## src/rtl/fb_pkg.sv

```systemverilog
// fb_pkg: framebuffer types and default geometry shared by the writer and reader sides.
package fb_pkg;
  localparam int DRAW_WIDTH_DFLT  = 640;
  localparam int DRAW_HEIGHT_DFLT = 480;
  localparam int DRAW_SIZE_DFLT   = DRAW_WIDTH_DFLT * DRAW_HEIGHT_DFLT;
  localparam int DRAW_ADDRW_DFLT  = $clog2(DRAW_SIZE_DFLT);
  localparam int DRAW_DATAW       = 1;
  typedef enum logic [1:0] {IDLE, CLEAR, BLOB} fb_state_t;
  typedef struct packed {
    logic [9:0]            x;
    logic [9:0]            y;
    logic [DRAW_DATAW-1:0] color;
  } point_t;
endpackage

```

## src/rtl/fb_writer_if.sv

```systemverilog
// fb_writer_if: point stream in, framebuffer write port out.
interface fb_writer_if #(
  parameter int ADDRW = fb_pkg::DRAW_ADDRW_DFLT,
  parameter int DATAW = fb_pkg::DRAW_DATAW
);
  logic             pt_valid;
  logic             pt_ready;
  logic [9:0]       pt_x;
  logic [9:0]       pt_y;
  logic [DATAW-1:0] pt_color;
  logic [ADDRW-1:0] draw_addr_write;
  logic [DATAW-1:0] draw_data_in;
  logic             draw_we;
  modport master(input pt_valid, pt_x, pt_y, pt_color,
                 output pt_ready, draw_addr_write, draw_data_in, draw_we);
  modport slave(output pt_valid, pt_x, pt_y, pt_color,
                input pt_ready, draw_addr_write, draw_data_in, draw_we);
endinterface

```

## src/rtl/fb_addr_calc.sv

```systemverilog
// fb_addr_calc: (x,y) to linear framebuffer address plus on-screen flag.
module fb_addr_calc #(
  parameter int W  = fb_pkg::DRAW_WIDTH_DFLT,
  parameter int H  = fb_pkg::DRAW_HEIGHT_DFLT,
  parameter int AW = fb_pkg::DRAW_ADDRW_DFLT
)(
  input  logic [9:0]    x,
  input  logic [9:0]    y,
  output logic [AW-1:0] addr,
  output logic          in_range
);
  assign in_range = int'(x) < W && int'(y) < H;
  assign addr     = AW'(int'(y) * W + int'(x));
endmodule

```

## src/rtl/fb_writer.sv

```systemverilog
// fb_writer: plots points and clear sweeps into the framebuffer write port.
// Define FB_WRITER_BLOB_EN to draw each point as a 2x2 blob.
module fb_writer import fb_pkg::*; #(
  parameter int DRAW_WIDTH  = DRAW_WIDTH_DFLT,
  parameter int DRAW_HEIGHT = DRAW_HEIGHT_DFLT,
  parameter int DRAW_ADDRW  = $clog2(DRAW_WIDTH * DRAW_HEIGHT),
  parameter logic [DRAW_DATAW-1:0] BG_COLOR = '0
)(
  input  logic               clk,
  input  logic               rst,
  input  logic               clear_req,
  fb_writer_if.master        f,
  output logic               busy,
  output logic               clear_done,
  output logic [15:0]        drop_count
);
  localparam int DRAW_SIZE = DRAW_WIDTH * DRAW_HEIGHT;
  fb_state_t state_q, state_d;
  logic we_q, we_d, done_q, done_d, cin;
  logic [DRAW_ADDRW-1:0] addr_q, addr_d, caddr;
  logic [DRAW_DATAW-1:0] data_q, data_d;
  logic [15:0] drop_q, drop_d;
  logic [9:0] cx, cy;
`ifdef FB_WRITER_BLOB_EN
  logic [1:0] slot_q, slot_d;
  point_t pt_q, pt_d;
  assign cx = (state_q == BLOB) ? pt_q.x + 10'(slot_q[0]) : f.pt_x;
  assign cy = (state_q == BLOB) ? pt_q.y + 10'(slot_q[1]) : f.pt_y;
`else
  assign cx = f.pt_x;
  assign cy = f.pt_y;
`endif
  fb_addr_calc #(.W(DRAW_WIDTH), .H(DRAW_HEIGHT), .AW(DRAW_ADDRW)) u_calc (
    .x(cx), .y(cy), .addr(caddr), .in_range(cin)
  );
  always_comb begin
    state_d = state_q;
    we_d    = 1'b0;
    addr_d  = addr_q;
    data_d  = data_q;
    done_d  = 1'b0;
    drop_d  = drop_q;
`ifdef FB_WRITER_BLOB_EN
    slot_d  = slot_q;
    pt_d    = pt_q;
`endif
    case (state_q)
      IDLE: begin
        if (clear_req) state_d = CLEAR;
        else if (f.pt_valid) begin
          if (cin) begin
            we_d   = 1'b1;
            addr_d = caddr;
            data_d = f.pt_color;
`ifdef FB_WRITER_BLOB_EN
            state_d = BLOB;
            slot_d  = 2'd1;
            pt_d    = '{x: f.pt_x, y: f.pt_y, color: f.pt_color};
`endif
          end else drop_d = drop_q + {15'd0, ~&drop_q};
        end
      end
      CLEAR: begin
        // The sweep counts through addr_q itself; we_q low marks the first slot.
        if (we_q && addr_q == DRAW_ADDRW'(DRAW_SIZE - 1)) begin
          state_d = IDLE;
          done_d  = 1'b1;
        end else begin
          we_d   = 1'b1;
          addr_d = we_q ? addr_q + 1'b1 : '0;
          data_d = BG_COLOR;
        end
      end
`ifdef FB_WRITER_BLOB_EN
      BLOB: begin
        if (slot_q == 2'd0) state_d = IDLE;
        else begin
          we_d   = cin;
          addr_d = cin ? caddr : addr_q;
          data_d = cin ? pt_q.color : data_q;
          slot_d = slot_q + 2'd1;
        end
      end
`endif
      default: state_d = IDLE;
    endcase
  end
  always_ff @(posedge clk or posedge rst) begin
    if (rst) begin
      state_q <= IDLE;
      we_q    <= 1'b0;
      addr_q  <= '0;
      data_q  <= '0;
      done_q  <= 1'b0;
      drop_q  <= '0;
`ifdef FB_WRITER_BLOB_EN
      slot_q  <= '0;
      pt_q    <= '0;
`endif
    end else begin
      state_q <= state_d;
      we_q    <= we_d;
      addr_q  <= addr_d;
      data_q  <= data_d;
      done_q  <= done_d;
      drop_q  <= drop_d;
`ifdef FB_WRITER_BLOB_EN
      slot_q  <= slot_d;
      pt_q    <= pt_d;
`endif
    end
  end
  assign f.pt_ready        = state_q == IDLE && !clear_req;
  assign f.draw_we         = we_q;
  assign f.draw_addr_write = addr_q;
  assign f.draw_data_in    = data_q;
  assign busy              = state_q != IDLE;
  assign clear_done        = done_q;
  assign drop_count        = drop_q;
endmodule
```

## src/flat_wrapper.sv

```systemverilog
// flat-port wrapper written by rule: the top's interface ports become plain ports
module fb_writer_flat import fb_pkg::*;
#(
  parameter int DRAW_WIDTH  = DRAW_WIDTH_DFLT,
  parameter int DRAW_HEIGHT = DRAW_HEIGHT_DFLT,
  parameter int DRAW_ADDRW  = $clog2(DRAW_WIDTH * DRAW_HEIGHT),
  parameter logic [DRAW_DATAW-1:0] BG_COLOR = '0
)
  (clk, rst, clear_req, busy, clear_done, drop_count, f_pt_valid, f_pt_x, f_pt_y, f_pt_color, f_pt_ready, f_draw_addr_write, f_draw_data_in, f_draw_we);
  fb_writer_if f_i ();
  input  logic clk;
  input  logic rst;
  input  logic clear_req;
  output logic busy;
  output logic clear_done;
  output logic [15:0] drop_count;
  input wire logic [$bits(f_i.pt_valid)-1:0] f_pt_valid;
  input wire logic [$bits(f_i.pt_x)-1:0] f_pt_x;
  input wire logic [$bits(f_i.pt_y)-1:0] f_pt_y;
  input wire logic [$bits(f_i.pt_color)-1:0] f_pt_color;
  output wire logic [$bits(f_i.pt_ready)-1:0] f_pt_ready;
  output wire logic [$bits(f_i.draw_addr_write)-1:0] f_draw_addr_write;
  output wire logic [$bits(f_i.draw_data_in)-1:0] f_draw_data_in;
  output wire logic [$bits(f_i.draw_we)-1:0] f_draw_we;
  assign f_i.pt_valid = f_pt_valid;
  assign f_i.pt_x = f_pt_x;
  assign f_i.pt_y = f_pt_y;
  assign f_i.pt_color = f_pt_color;
  assign f_pt_ready = f_i.pt_ready;
  assign f_draw_addr_write = f_i.draw_addr_write;
  assign f_draw_data_in = f_i.draw_data_in;
  assign f_draw_we = f_i.draw_we;
  fb_writer #(.DRAW_WIDTH(DRAW_WIDTH), .DRAW_HEIGHT(DRAW_HEIGHT), .DRAW_ADDRW(DRAW_ADDRW), .BG_COLOR(BG_COLOR)) u_core (.clk(clk), .rst(rst), .clear_req(clear_req), .f(f_i), .busy(busy), .clear_done(clear_done), .drop_count(drop_count));
endmodule
```

## config.mk

```make
export PLATFORM = sky130hd
export DESIGN_NAME = fb_writer_flat
export DESIGN_NICKNAME = d
export VERILOG_FILES = /design/src/rtl/fb_pkg.sv /design/src/rtl/fb_writer_if.sv /design/src/rtl/fb_addr_calc.sv /design/src/rtl/fb_writer.sv /design/src/flat_wrapper.sv
export SDC_FILE = /design/constraint.sdc
export NUM_CORES = 1
export LEC_CHECK = 0
export CAP_MARGIN = 20
export CORE_MARGIN = 5
export CORE_UTILIZATION = 51
export CTS_CLUSTER_SIZE = 10
export DETAILED_ROUTE_END_ITERATION = 8
export PLACE_DENSITY = 0.84
export SLEW_MARGIN = 20
export SYNTH_ARGS = -nofsm -noshare
export SYNTH_HDL_FRONTEND = slang
export SYNTH_SLANG_ARGS = --single-unit
export TNS_END_PERCENT = 50
```

## constraint.sdc

```tcl
create_clock -name clk -period 2.4 [get_ports clk]
set_clock_uncertainty 0.1 [all_clocks]
set_input_delay 0.6 -clock clk [delete_from_list [all_inputs] [get_ports clk]]
set_output_delay 0.6 -clock clk [all_outputs]
set_load 0.1 [all_outputs]
```

-- Word level (Yosys, flattened, before mapping)
Index checks and enable logic that the tools add are counted.
- register bits: 40
- bits in latches: 0
- bits in writable memories: 0
- bits in read-only memories: 0
- output and inout bits: 40
- word-level logic and storage cells: 55
- memories: 0
- add/subtract/negate cells: 3
- multiply operators: 1
- div/mod/pow operators: 0
- order comparisons: 2
- eq/ne operators: 8
- shifts and indexed selects: 0
- muxes and demuxes: 21
- bitwise logic cells: 2
- reduce and logical (&&, ||, !) cells: 12
- operators by type and width (kind ; count):
    $mux 19 ; 5
    $pmux 19 s2 ; 1
    $add 19x1->19 const B ; 1
    $add 19x10->19 ; 1
    $eq 19x19->1 const B ; 1
    $add 16x1->16 ; 1
    $reduce_and 16->1 ; 1
    $mul 10x3->12 const B ; 1
    $lt 10x10->1 const B ; 1
    $lt 10x9->1 const B ; 1
    $mux 1 ; 10
    $ne 2x2->1 const B ; 4
    $reduce_and 5->1 ; 1
    $mux 2 ; 2
    $ne 2x1->1 const B ; 2
    $pmux 1 s2 ; 2
    $pmux 2 s2 ; 1
    $reduce_and 4->1 ; 1
    $reduce_bool 2->1 ; 2
    $logic_and 1x1->1 ; 3
    $eq 2x1->1 const B ; 1
    $logic_not 1->1 ; 2
    $logic_not 2->1 ; 1
    $not 1->1 ; 2
    $reduce_and 2->1 ; 1

-- Logic depth before layout (Yosys ltp)
Gate-level depths: netlist of the first run.
- depth after elaboration: 6
- mapped depth: 10
- mapped depth without buffers: 9

-- Cells and area by module
Synthesis of the first run repeated with hierarchy kept, for this count alone.
- cells, all modules: 316
- area total of the unflattened synthesis: 2886.5 um2
- modules (own cells, without submodules) (module ; times used ; cells an instance ; area an instance (um2) ; seq. area each (um2)):
    fb_writer ; 1 ; 227 ; 2170.8 ; 975.9
    fb_addr_calc ; 1 ; 89 ; 715.7 ; 0.0

-- Least setup slack after synthesis of the first run
OpenSTA, ideal clock, no wires.
- path type: flip-flop to output port
- from: reg u_core.state_q[0]
- to: out f_pt_ready
- data arrival time: 2402 ps
- setup slack: -702 ps
- cell stages (with the launch flop): 3
- path buffers: 1
- cell sequence: dfrtp_1 > clkbuf_1 > nor2_1
- cells in the longest elaborated chain, start to end: 2
- RTL lines (what ; RTL line ; text):
    start: declaration ; fb_writer.sv:18 ; fb_state_t state_q, state_d;
    start signal: assignment ; fb_writer.sv:101 ; state_q <= state_d;
    $logic_not 2->1 ; fb_writer.sv:113 ; assign f.pt_ready = state_q == IDLE && !clear_req;
    $logic_and 1x1->1 ; fb_writer.sv:113 ;
    end: declaration ; flat_wrapper.sv:21 ; output wire logic [$bits(f_i.pt_ready)-1:0] f_pt_ready;
Every way passes these cells.

-- Worst setup path in the final report of the first run
- from: in f_pt_y[3]
- to: reg u_core.addr_q[18] (netlist: u_core.f.draw_addr_write[18])
- cells in the longest elaborated chain, start to end: 6
- elaborated cells on any way between the ends: 10
- RTL lines (what ; RTL line ; text):
    start: declaration ; flat_wrapper.sv:19 ; input wire logic [$bits(f_i.pt_y)-1:0] f_pt_y;
    $mul 10x3->12 ; fb_addr_calc.sv:13 ; assign addr = AW'(int'(y) * W + int'(x));
    $add 19x10->19 ; fb_addr_calc.sv:13 ;
    $mux 19 ; fb_writer.sv:51 ; if (cin) begin
    $mux 19 ; fb_writer.sv:50 ; else if (f.pt_valid) begin
    $mux 19 ; fb_writer.sv:49 ; if (clear_req) state_d = CLEAR;
    $pmux 19 s2 ; fb_writer.sv:47 ; case (state_q)
    end signal: assignment ; fb_writer.sv:103 ; addr_q <= addr_d;
    end: declaration ; fb_writer.sv:20 ; logic [DRAW_ADDRW-1:0] addr_q, addr_d, caddr;
Parallel ways exist; a longest one is shown, timed or not. The select of a mux whose other input is x is not followed.
A chain may end at the register's enable or synchronous reset.

==> impl_metrics.yaml, run 1 <==
outcome:
  status: "finished, violations left"
  violations: "setup timing"
logic_synthesis:
  netlist_area_sq_um: 2900
  synth_top_area_cell: "dfrtp_1"
  synth_top_cell_area_share: 0.337
  synth_most_common_cell: "dfrtp_1"
  ys_seq_area_frac: 0.337
  synth_area_leaders: "dfrtp_1, ha_1, o21ai_0, xnor2_1, nand2_1"
  ys_ff_latch: 39
  postSynth.asyncResetShare: 1.00
  avgSynthCellArea_sq_um: 9.11
  synth_warnings: 0
  syn_inst: 318
  yosys.cell_types.count: 64
  synth-edff-count: 0
  yosys-top-cells-count: "dfrtp_1, nand2_1, o21ai_0"
  synth_nets: 367
  ys.flop_type: "dfrtp_1"
worst_hold_path:
  worstHoldEndpoint: "u_core.drop_count[6]"
  hp-class: "register to register"
  hold_depth: 1
  worstHoldStart: "u_core.drop_count[6]"
global_routing:
  grt_pass1_wl_microns: 15600
  antenna_found_initial: 1
  grt_max_degree: 40
  grt-ovfl-total: 0
  busiest_layer: "met2"
  grt_pass1_vias: 3213
  grt_use_met3: 0.0437
  grtUsageTotal: 0.267
  use_met1: 0.313
  met2_usage: 0.477
timing:
  min_period_ns: 2.68
  fin_ws_ns: -0.276
  clock.fmax_mhz: 374
  setup_viol: 7
  rsz0062_at_grt: "true"
  tightestPinTransition_ns: 0.503
  fin_crit_sh: 1.12
  maxSlewHeadroom: 0.665
  maxSlewViolCount: 0
  hold_viol_final: 0
worst_setup_path:
  critPathSlowestCell: "fa_2"
  crit_buf_inv: 4
  critical_path.endpoint_type: "register"
  cp_cell_sequence: "buf_8 -> ha_4 -> ha_4 -> fa_2 -> buf_6 -> a211oi_4 -> buf_4 -> o21ba_4 -> nor2_1 -> buf_4 -> and3b_1 -> a31oi_1 -> nand2_1"
  r2r_end: "u_core.drop_count[8]"
  r2r_setup_slack_ns: 0.06
  critPathKind: "input port to register"
  r2r_start: "u_core.drop_count[11]"
  crit_path_max_fanout: 3
  worstSetupStartpointType: "input port"
  crit_required_ns: 2.51
  critPathTopFamily: "adder cells"
  crit_arrival_ns: 2.78
  max_stage_delay_ns: 0.40
  r2r_cells: 9
floorplan:
  initial_utilization: 0.526
  fp.dieArea_sq_um: 7290
  num_rows: 27
  io_pins: 65
  die_h_microns: 85.4
  core_sq_um: 5510
  die_w_microns: 85.4
clock_network:
  cts_root_buffer: "clkbuf_8"
  clockBufferDepth: 2
  clkSinkCount: 39
  tritoncts: "built"
  clk_pin_slew_worst_paths_ns: 0.09
  cts_buffers: 5
  clk-insertion-delay-late_ns: 0.31
  h-tree-depth: 2
layout:
  final_util: 0.816
  area_growth_pct: 55.1
  drive_gt1_frac: 0.448
  fin_nets: 490
  fillers: 309
  layoutNonFillerInstCount: 515
placement:
  dpl.hpwl_microns: 6710
  place_congestion: 0.854
  dp.cells: 497
  port_buffers: 64
drt:
  routed_wl_microns: 10300
  drt_pre_antenna_iters: 6
  wl_per_cell_microns: 20.1
  drc: 0
  drt_iter0_markers: 398
  vias_per_cell: 6.40
  ant_nets: 0
  vias: 3298
job:
  drv_cap: 0
pwr:
  cell_internal_pwr_mw: 1.65
  p_switching_mw: 1.60
  vdd_drop_max_uv: 606
  p_per_area_nw_per_um2: 724
  comb_power_share: 0.537
  pwr-share-seq: 0.287
  swShare: 0.493
  p_leak_nw: 1.89
  p_clk_frac: 0.177
==> per-layer routing <==
| layer | wire length (microns) | part of all wire |
|---|---|---|
| met1 | 3790 | 0.37 |
| met2 | 5080 | 0.49 |
| met4 | 585 | 0.057 |
| met5 | 0 | 0 |
| met3 | 897 | 0.087 |
==> per-stage QoR <==
stage / hold slack [ns] / TNS (ns) / cell area [sq um] / setup slack (ns) / power (mW)
after floorplan: 0.639 / -2.02 / 3090 / -0.260 / 2.06
after global placement: 0.368 / -17.26 / 4100 / -0.849 / 2.48
after detailed placement: 0.388 / -18.71 / 4100 / -0.907 / 2.52
after CTS: 0.402 / -0.701 / 4410 / -0.192 / 3.15
after global routing: 0.417 / -1.85 / 4490 / -0.347 / 3.37
final: 0.399 / -1.27 / 4490 / -0.276 / 3.25
==> worst max path at each step <==
| stage | start | endpoint | slack, ns | depth (start not counted) |
|---|---|---|---|---|
| floorplan | f_pt_y[1] | u_core.f.draw_addr_write[16] | -0.26 | 8 |
| global route | f_pt_y[3] | u_core.f.draw_addr_write[18] | -0.35 | 13 |
| CTS | f_pt_y[3] | u_core.f.draw_addr_write[17] | -0.19 | 11 |
| detailed placement | f_pt_y[1] | u_core.f.draw_addr_write[17] | -0.91 | 10 |
| global placement | f_pt_y[6] | u_core.f.draw_addr_write[16] | -0.85 | 9 |
| finish | f_pt_y[3] | u_core.f.draw_addr_write[18] | -0.28 | 13 |
==> flip-flops by register name (all words and copies together) (netlist names) <==
| name | count |
|---|---|
| u_core.clear_done | 1 |
| u_core.drop_count | 16 |
| u_core.f.draw_addr_write | 19 |
| u_core.f.draw_data_in | 1 |
| u_core.f.draw_we | 1 |
| u_core.state_q | 1 |
==> what timing repair did <==
action                                  in CTS  in global routing
hold buffers                                 0                  0
cloned                                       0                  0
buffers inserted                             6                  3
pin swaps                                   24                 16
endpoints found under the setup margin      32                 20
gates resized for setup                     64                 15
==> worst reg2reg max path, delay by kind of cell (launching register included) <==
family / cells / cell delay (ns)
AND/OR/NAND/NOR: 5 / 0.98
flip-flops: 1 / 0.45
adder cells (fa/ha/maj): 2 / 0.42
buffers and inverters: 1 / 0.14
XOR/XNOR: 1 / 0.14
==> power by group through the flow <==
stage | clock network (mW) | registers (mW) | logic (mW)
after floorplan | 0 | 1.60 | 0.455
after global routing | 0.599 | 0.948 | 1.82
after detailed placement | 0 | 0.925 | 1.60
final | 0.575 | 0.932 | 1.74
after global placement | 0 | 0.917 | 1.57
after CTS | 0.564 | 0.914 | 1.67
==> cells by family after synthesis <==
group	synth area share
xor gates and xnor gates	0.0695
buffers and inverters	0.0298
and+or+nand+nor	0.225
muxes	0.00777
AOI/OAI and AO/OA	0.222
DFF	0.337
adders and majority gates	0.109
==> final cells by class <==
type,count,area [sq um],share of cell area
antenna,1,2.50,0.000557
clock buffer,5,68.8,0.0153
clock inverter,3,43.8,0.00975
inverter,13,48.8,0.0109
multi-input combinational,258,2200,0.490
sequential,39,1030,0.229
tap,72,90.1,0.0201
timing repair buffer,124,1010,0.224
==> cells in the final DEF, fill, tap and decap left out, drive strengths merged, types with 10 or more instances in the layout <==
cell,instances
a21oi,14
nand3,18
dfrtp,39
nor2,22
clkdlybuf4s50,12
ha,22
inv,13
o21ai,23
xnor2,13
buf,107
nand2,28
xor2,10
(Power assumes the default switching activity.)
==> inputs of run 2 (changes only) <==
--- a/config.mk
+++ b/config.mk
@@ -5,7 +5,7 @@
 export SDC_FILE = /design/constraint.sdc
 export NUM_CORES = 1
 export LEC_CHECK = 0
-export CAP_MARGIN = 20
+export CAP_MARGIN = 10
 export CORE_MARGIN = 5
 export CORE_UTILIZATION = 51
 export CTS_CLUSTER_SIZE = 10
@@ -14,5 +14,6 @@
 export SLEW_MARGIN = 20
 export SYNTH_ARGS = -nofsm -noshare
 export SYNTH_HDL_FRONTEND = slang
+export SYNTH_HIERARCHICAL = 1
 export SYNTH_SLANG_ARGS = --single-unit
 export TNS_END_PERCENT = 50
==> run 2 against run 1 <==
Effect of this change:
- sequential share of layout area up 0.95 points
- first-iteration DRC count shrank 21%
- core utilization is 5.5 points lower
- largest cell class unchanged
- the flow still finishes with violations (setup timing)
- die area fell by 0.35%
- highest routed layer unchanged
- register-to-register slack improved by 0.05 ns
- synthesized cell count fell by 0.63%
==> impl_metrics.yaml, run 2 <==
floorplan:
  die_w_microns: 85.2
  num_rows: 27
  initial_utilization: 0.524
  fp.dieArea_sq_um: 7260
  core_sq_um: 5510
  die_h_microns: 85.2
  io_pins: 65
pwr:
  vdd_drop_max_uv: 733
  p_per_area_nw_per_um2: 724
  report.power.total_mw: 3.03
  p_leak_nw: 1.82
worst_setup_path:
  crit_path_max_fanout: 2
  critPathTopFamily: "adder cells"
  worstSetupStartpointType: "input port"
  max_stage_delay_ns: 0.35
  r2r_start: "u_core/f.draw_addr_write[0]"
  crit_buf_inv: 2
  crit_arrival_ns: 2.91
  r2r_end: "u_core/f.draw_addr_write[15]"
  crit_required_ns: 2.49
  critical_path.endpoint_type: "register"
  critPathKind: "input port to register"
  critPathMostFrequentCell: "ha_4"
  critPathSlowestCell: "fa_2"
  r2r_cells: 7
  r2r_setup_slack_ns: 0.11
  cp_cell_sequence: "buf_8 -> ha_4 -> ha_4 -> fa_2 -> buf_4 -> xor2_4 -> nand3_4 -> nor2_4 -> nand3_2 -> xnor2_1 -> a32o_1 -> a221o_1"
placement:
  port_buffers: 64
  place_congestion: 0.883
  dpl.hpwl_microns: 6010
  dp.cells: 474
  dp_slack_ns: -1.06
  place_area_sq_um: 3810
clock_network:
  cts_hold_buf: 0
  clockBufferDepth: 2
  clkSinkCount: 39
  tritoncts: "built"
  h-tree-depth: 2
  cts_buffers: 5
  clk_pin_slew_worst_paths_ns: 0.08
  clk-insertion-delay-late_ns: 0.30
  cts_root_buffer: "clkbuf_8"
drt:
  routed_wl_microns: 9400
  drt_pre_antenna_iters: 5
  vias_per_cell: 6.21
  vias: 3047
  drt_iter0_markers: 315
  ant_nets: 0
  drc: 0
  wl_per_cell_microns: 19.1
logic_synthesis:
  syn_inst: 316
  synth-edff-count: 0
  postSynth.asyncResetShare: 1.00
  synth_nets: 366
  yosys.cell_types.count: 52
  synth_area_leaders: "dfrtp_1, ha_1, xnor2_1, o21ai_0, nor2_1"
  avgSynthCellArea_sq_um: 9.13
  synth_top_cell_area_share: 0.338
  synth_most_common_cell: "dfrtp_1"
  ys_seq_area_frac: 0.338
  synth_warnings: 6
  ys_ff_latch: 39
  netlist_area_sq_um: 2890
  ys.flop_type: "dfrtp_1"
  yosys-top-cells-count: "dfrtp_1, nor2_1, o21ai_0"
  synth_top_area_cell: "dfrtp_1"
outcome:
  violations: "setup timing"
  status: "finished, violations left"
layout:
  final_util: 0.761
  layoutNonFillerInstCount: 491
  design_area_sq_um: 4190
  fin_nets: 468
  layout_commonest_cell: "buf_4"
  area_growth_pct: 45.1
  final_cell_mix: "buf_4, nor2_1, o21ai_0"
  largest_reg_flops: 19
  fillers: 350
  drive_gt1_frac: 0.401
  insertedDiodeCount: 0
timing:
  min_period_ns: 2.83
  hold_viol_final: 0
  fin_tns_setup_ns: -2.28
  rsz0062_at_grt: "true"
  maxSlewViolCount: 0
  fin_crit_sh: 1.18
  hold_slack_ns: 0.386
  clock.fmax_mhz: 354
  setup_viol: 7
  fin_ws_ns: -0.428
  maxSlewHeadroom: 0.599
  tightestPinTransition_ns: 0.602
global_routing:
  grt_pass1_wl_microns: 15200
  grt_max_degree: 40
  grt-ovfl-total: 0
  grtUsageTotal: 0.262
  grt_pass1_vias: 3098
  antenna_found_initial: 0
worst_hold_path:
  worstHoldEndpoint: "u_core/drop_count[15]"
  hp-class: "register to register"
  hold_depth: 1
  worstHoldStart: "u_core/drop_count[15]"
job:
  drv_cap: 0
[run 2: cell types whose count changed after synthesis, moves of 5 or more]
cell,before,now
buf_4,1,7
nand2_1,28,18
nand4_1,8,14
nor2_1,20,35
nor3_1,9,1
o21ai_0,23,28
xnor2_1,13,23
[run 2: kinds of logic (layout without fill, tap and decap cells)]
logic type | after synthesis | after routing | share of synthesized area
buffers and inverters | 30 | 133 | 0.0503
DFF | 39 | 39 | 0.338
xor gates and xnor gates | 32 | 32 | 0.0971
AOI/OAI and AO/OA | 76 | 76 | 0.174
and+or+nand+nor | 112 | 112 | 0.219
adders and majority gates | 25 | 25 | 0.114
muxes | 2 | 2 | 0.00780
[run 2: timing repair]
action	CTS	global route
gates cloned	0	0
gates resized for setup	62	7
setup buffers	8	1
endpoints found under the setup margin	14	27
pin swaps	26	4
[run 2: cell type report]
cell class	count	area, sq um	area share
Clock inverter	1	5.00	0.00119
Clock buffer	7	76.3	0.0182
Multi-Input combinational cell	247	2050	0.489
Sequential cell	39	1000	0.239
Inverter	14	52.6	0.0125
Timing Repair Buffer	111	918	0.219
Tap cell	72	90.1	0.0215
[run 2: metal layers]
metal / GRT usage / vias up / wire [microns]
met3: 0.0592 / 49 / 858
met4: 0.129 / 0 / 475
met5: 0 / - / 0
li1: - / 1354 / -
met1: 0.296 / 1430 / 3420
met2: 0.463 / 214 / 4650
[run 2: where the power goes]
part	switching, mW	internal [mW]	leakage [nW]
clock	0.244	0.204	0.0422
combinational	1.12	0.541	1.29
sequential	0.168	0.756	0.483
[run 2: how the worst max path moves through the flow]
| stage | startpoint | endpoint | slack, ns | depth (start not counted) |
|---|---|---|---|---|
| CTS | f_pt_y[3] | u_core/f.draw_addr_write[15] | -0.23 | 12 |
| detailed placement | f_pt_y[3] | u_core/f.draw_addr_write[15] | -1.06 | 11 |
| global placement | f_pt_y[1] | u_core/f.draw_addr_write[15] | -0.97 | 11 |
| global route | f_pt_y[3] | u_core/f.draw_addr_write[15] | -0.48 | 12 |
| finish | f_pt_y[3] | u_core/f.draw_addr_write[15] | -0.43 | 12 |
| floorplan | f_pt_y[1] | u_core/f.draw_addr_write[15] | -0.44 | 10 |
==> RTL edit, RTL diff (config.mk and constraints of run 1) <==
Re-encode `fb_state_t` (3 states) as one-hot, 3 bits wide.
--- a/src/rtl/fb_pkg.sv
+++ b/src/rtl/fb_pkg.sv
@@ -6,5 +6,5 @@
   localparam int DRAW_ADDRW_DFLT  = $clog2(DRAW_SIZE_DFLT);
   localparam int DRAW_DATAW       = 1;
-  typedef enum logic [1:0] {IDLE, CLEAR, BLOB} fb_state_t;
+  typedef enum logic [2:0] {IDLE = 3'b001, CLEAR = 3'b010, BLOB = 3'b100} fb_state_t;
   typedef struct packed {
     logic [9:0]            x;
Check against the original RTL: no difference found for any inputs over 10 cycles, from zero or initial values and one cycle with rst high; not proved beyond that.
==> RTL edit against run 1 <==
- the flow still finishes with violations (setup timing)
- first-iteration DRC count fell by 37%
- worst setup slack got worse by 270 ps
- sequential share of layout area barely moved
- synthesized area rose by 2.2%
- global-route usage rose by 0.88 points
- non-clock buffer count did not move
- cell area fell by 0.47%
- wire length fell by 3.7%
- sequential cell count rose by 1
- critical path type unchanged
- largest cell class unchanged
- highest routed layer unchanged
Power is not compared: it rests on default switching activity, and its combinational part moved more than twofold at a synthesized area within 25%.
==> RTL edit: results (changes against run 1) <==
multi_input_area_um2: 2180  # -1.0%
grt_max_degree: 41  # +2.5%
setup_viol: 7  # unchanged
buffer_area_frac: 0.230  # +0.00527
grt_pass1_wl_mm: 16.2  # +4.2%
post_cts_buffers: 9  # +3
met1_usage: 0.308  # -0.00555
synthTopCellsByCount: "39 x dfrtp_1, 32 x nand2_1, 27 x nor2_1, 24 x ha_1"
fin_ws_ps: -548  # -272 ps
syn_inst: 331  # +4.1%
synth-seq-area-share: 0.338  # +0.00147
dr.pass1.iters: 5  # -1
placed_area_um2: 4080  # -0.43%
met3_usage: 0.0504  # +0.00669
whs_ps: 377  # -21.5 ps
final-seq-area_um2: 1020  # -0.49%
final_cells: 526  # +2.1%
clkCellAreaFrac: 0.0196  # -0.00548
drive_gt1_frac: 0.392  # -0.0559
cp_max_fo: 2  # -1
via_per_inst: 6.13  # -4.2%
inv_count: 17  # +4
path_delay_family: "compound AO/OA/AOI/OAI gates"
multi_input_cells: 265  # +2.7%
synthMuxAreaShare: 0.00760  # -0.000171
outcome: "complete, but fails checks"
post_synth_num_cell_types: 60  # -6.3%
violations: "setup timing"
synthXorXnorAreaFrac: 0.0739  # +0.00439
finalNetCount: 504  # +2.9%
area_growth_pct: 50.9
diodes: 0  # -1
met3_length_um: 684  # -24%
synthAdderAreaFrac: 0.115  # +0.00606
r2r-start: "u_core.f.draw_addr_write[0]"
cts_resized: 58  # -9.4%
==> RTL edit: how the worst max path moves through the flow <==
stage                   start                            to  cells past startpoint
global placement    f_pt_y[1]  u_core.f.draw_addr_write[18]                     10
finish              f_pt_y[1]  u_core.f.draw_addr_write[17]                     11
detailed placement  f_pt_y[3]  u_core.f.draw_addr_write[18]                     10
floorplan           f_pt_y[1]  u_core.f.draw_addr_write[18]                      9
CTS                 f_pt_y[3]  u_core.f.draw_addr_write[18]                     10
global route        f_pt_y[1]  u_core.f.draw_addr_write[17]                     11
==> RTL edit: cell families (layout without fill, tap and decap cells) <==
logic type,after synthesis,count (layout)
flip-flops,40,40
multiplexers,2,2
XOR/XNOR,25,25
adder cells (fa/ha/maj),26,26
buffers and inverters,26,149
AO/OA/AOI/OAI,91,91
AND/OR/NAND/NOR,121,121
==> RTL edit: power breakdown <==
part	internal (W)	total, W	switching, W
logic	0.000305	0.000607	0.000302
clock network	0.000203	0.000447	0.000245
registers	0.000673	0.000673	0
total	0.00118	0.00173	0.000547
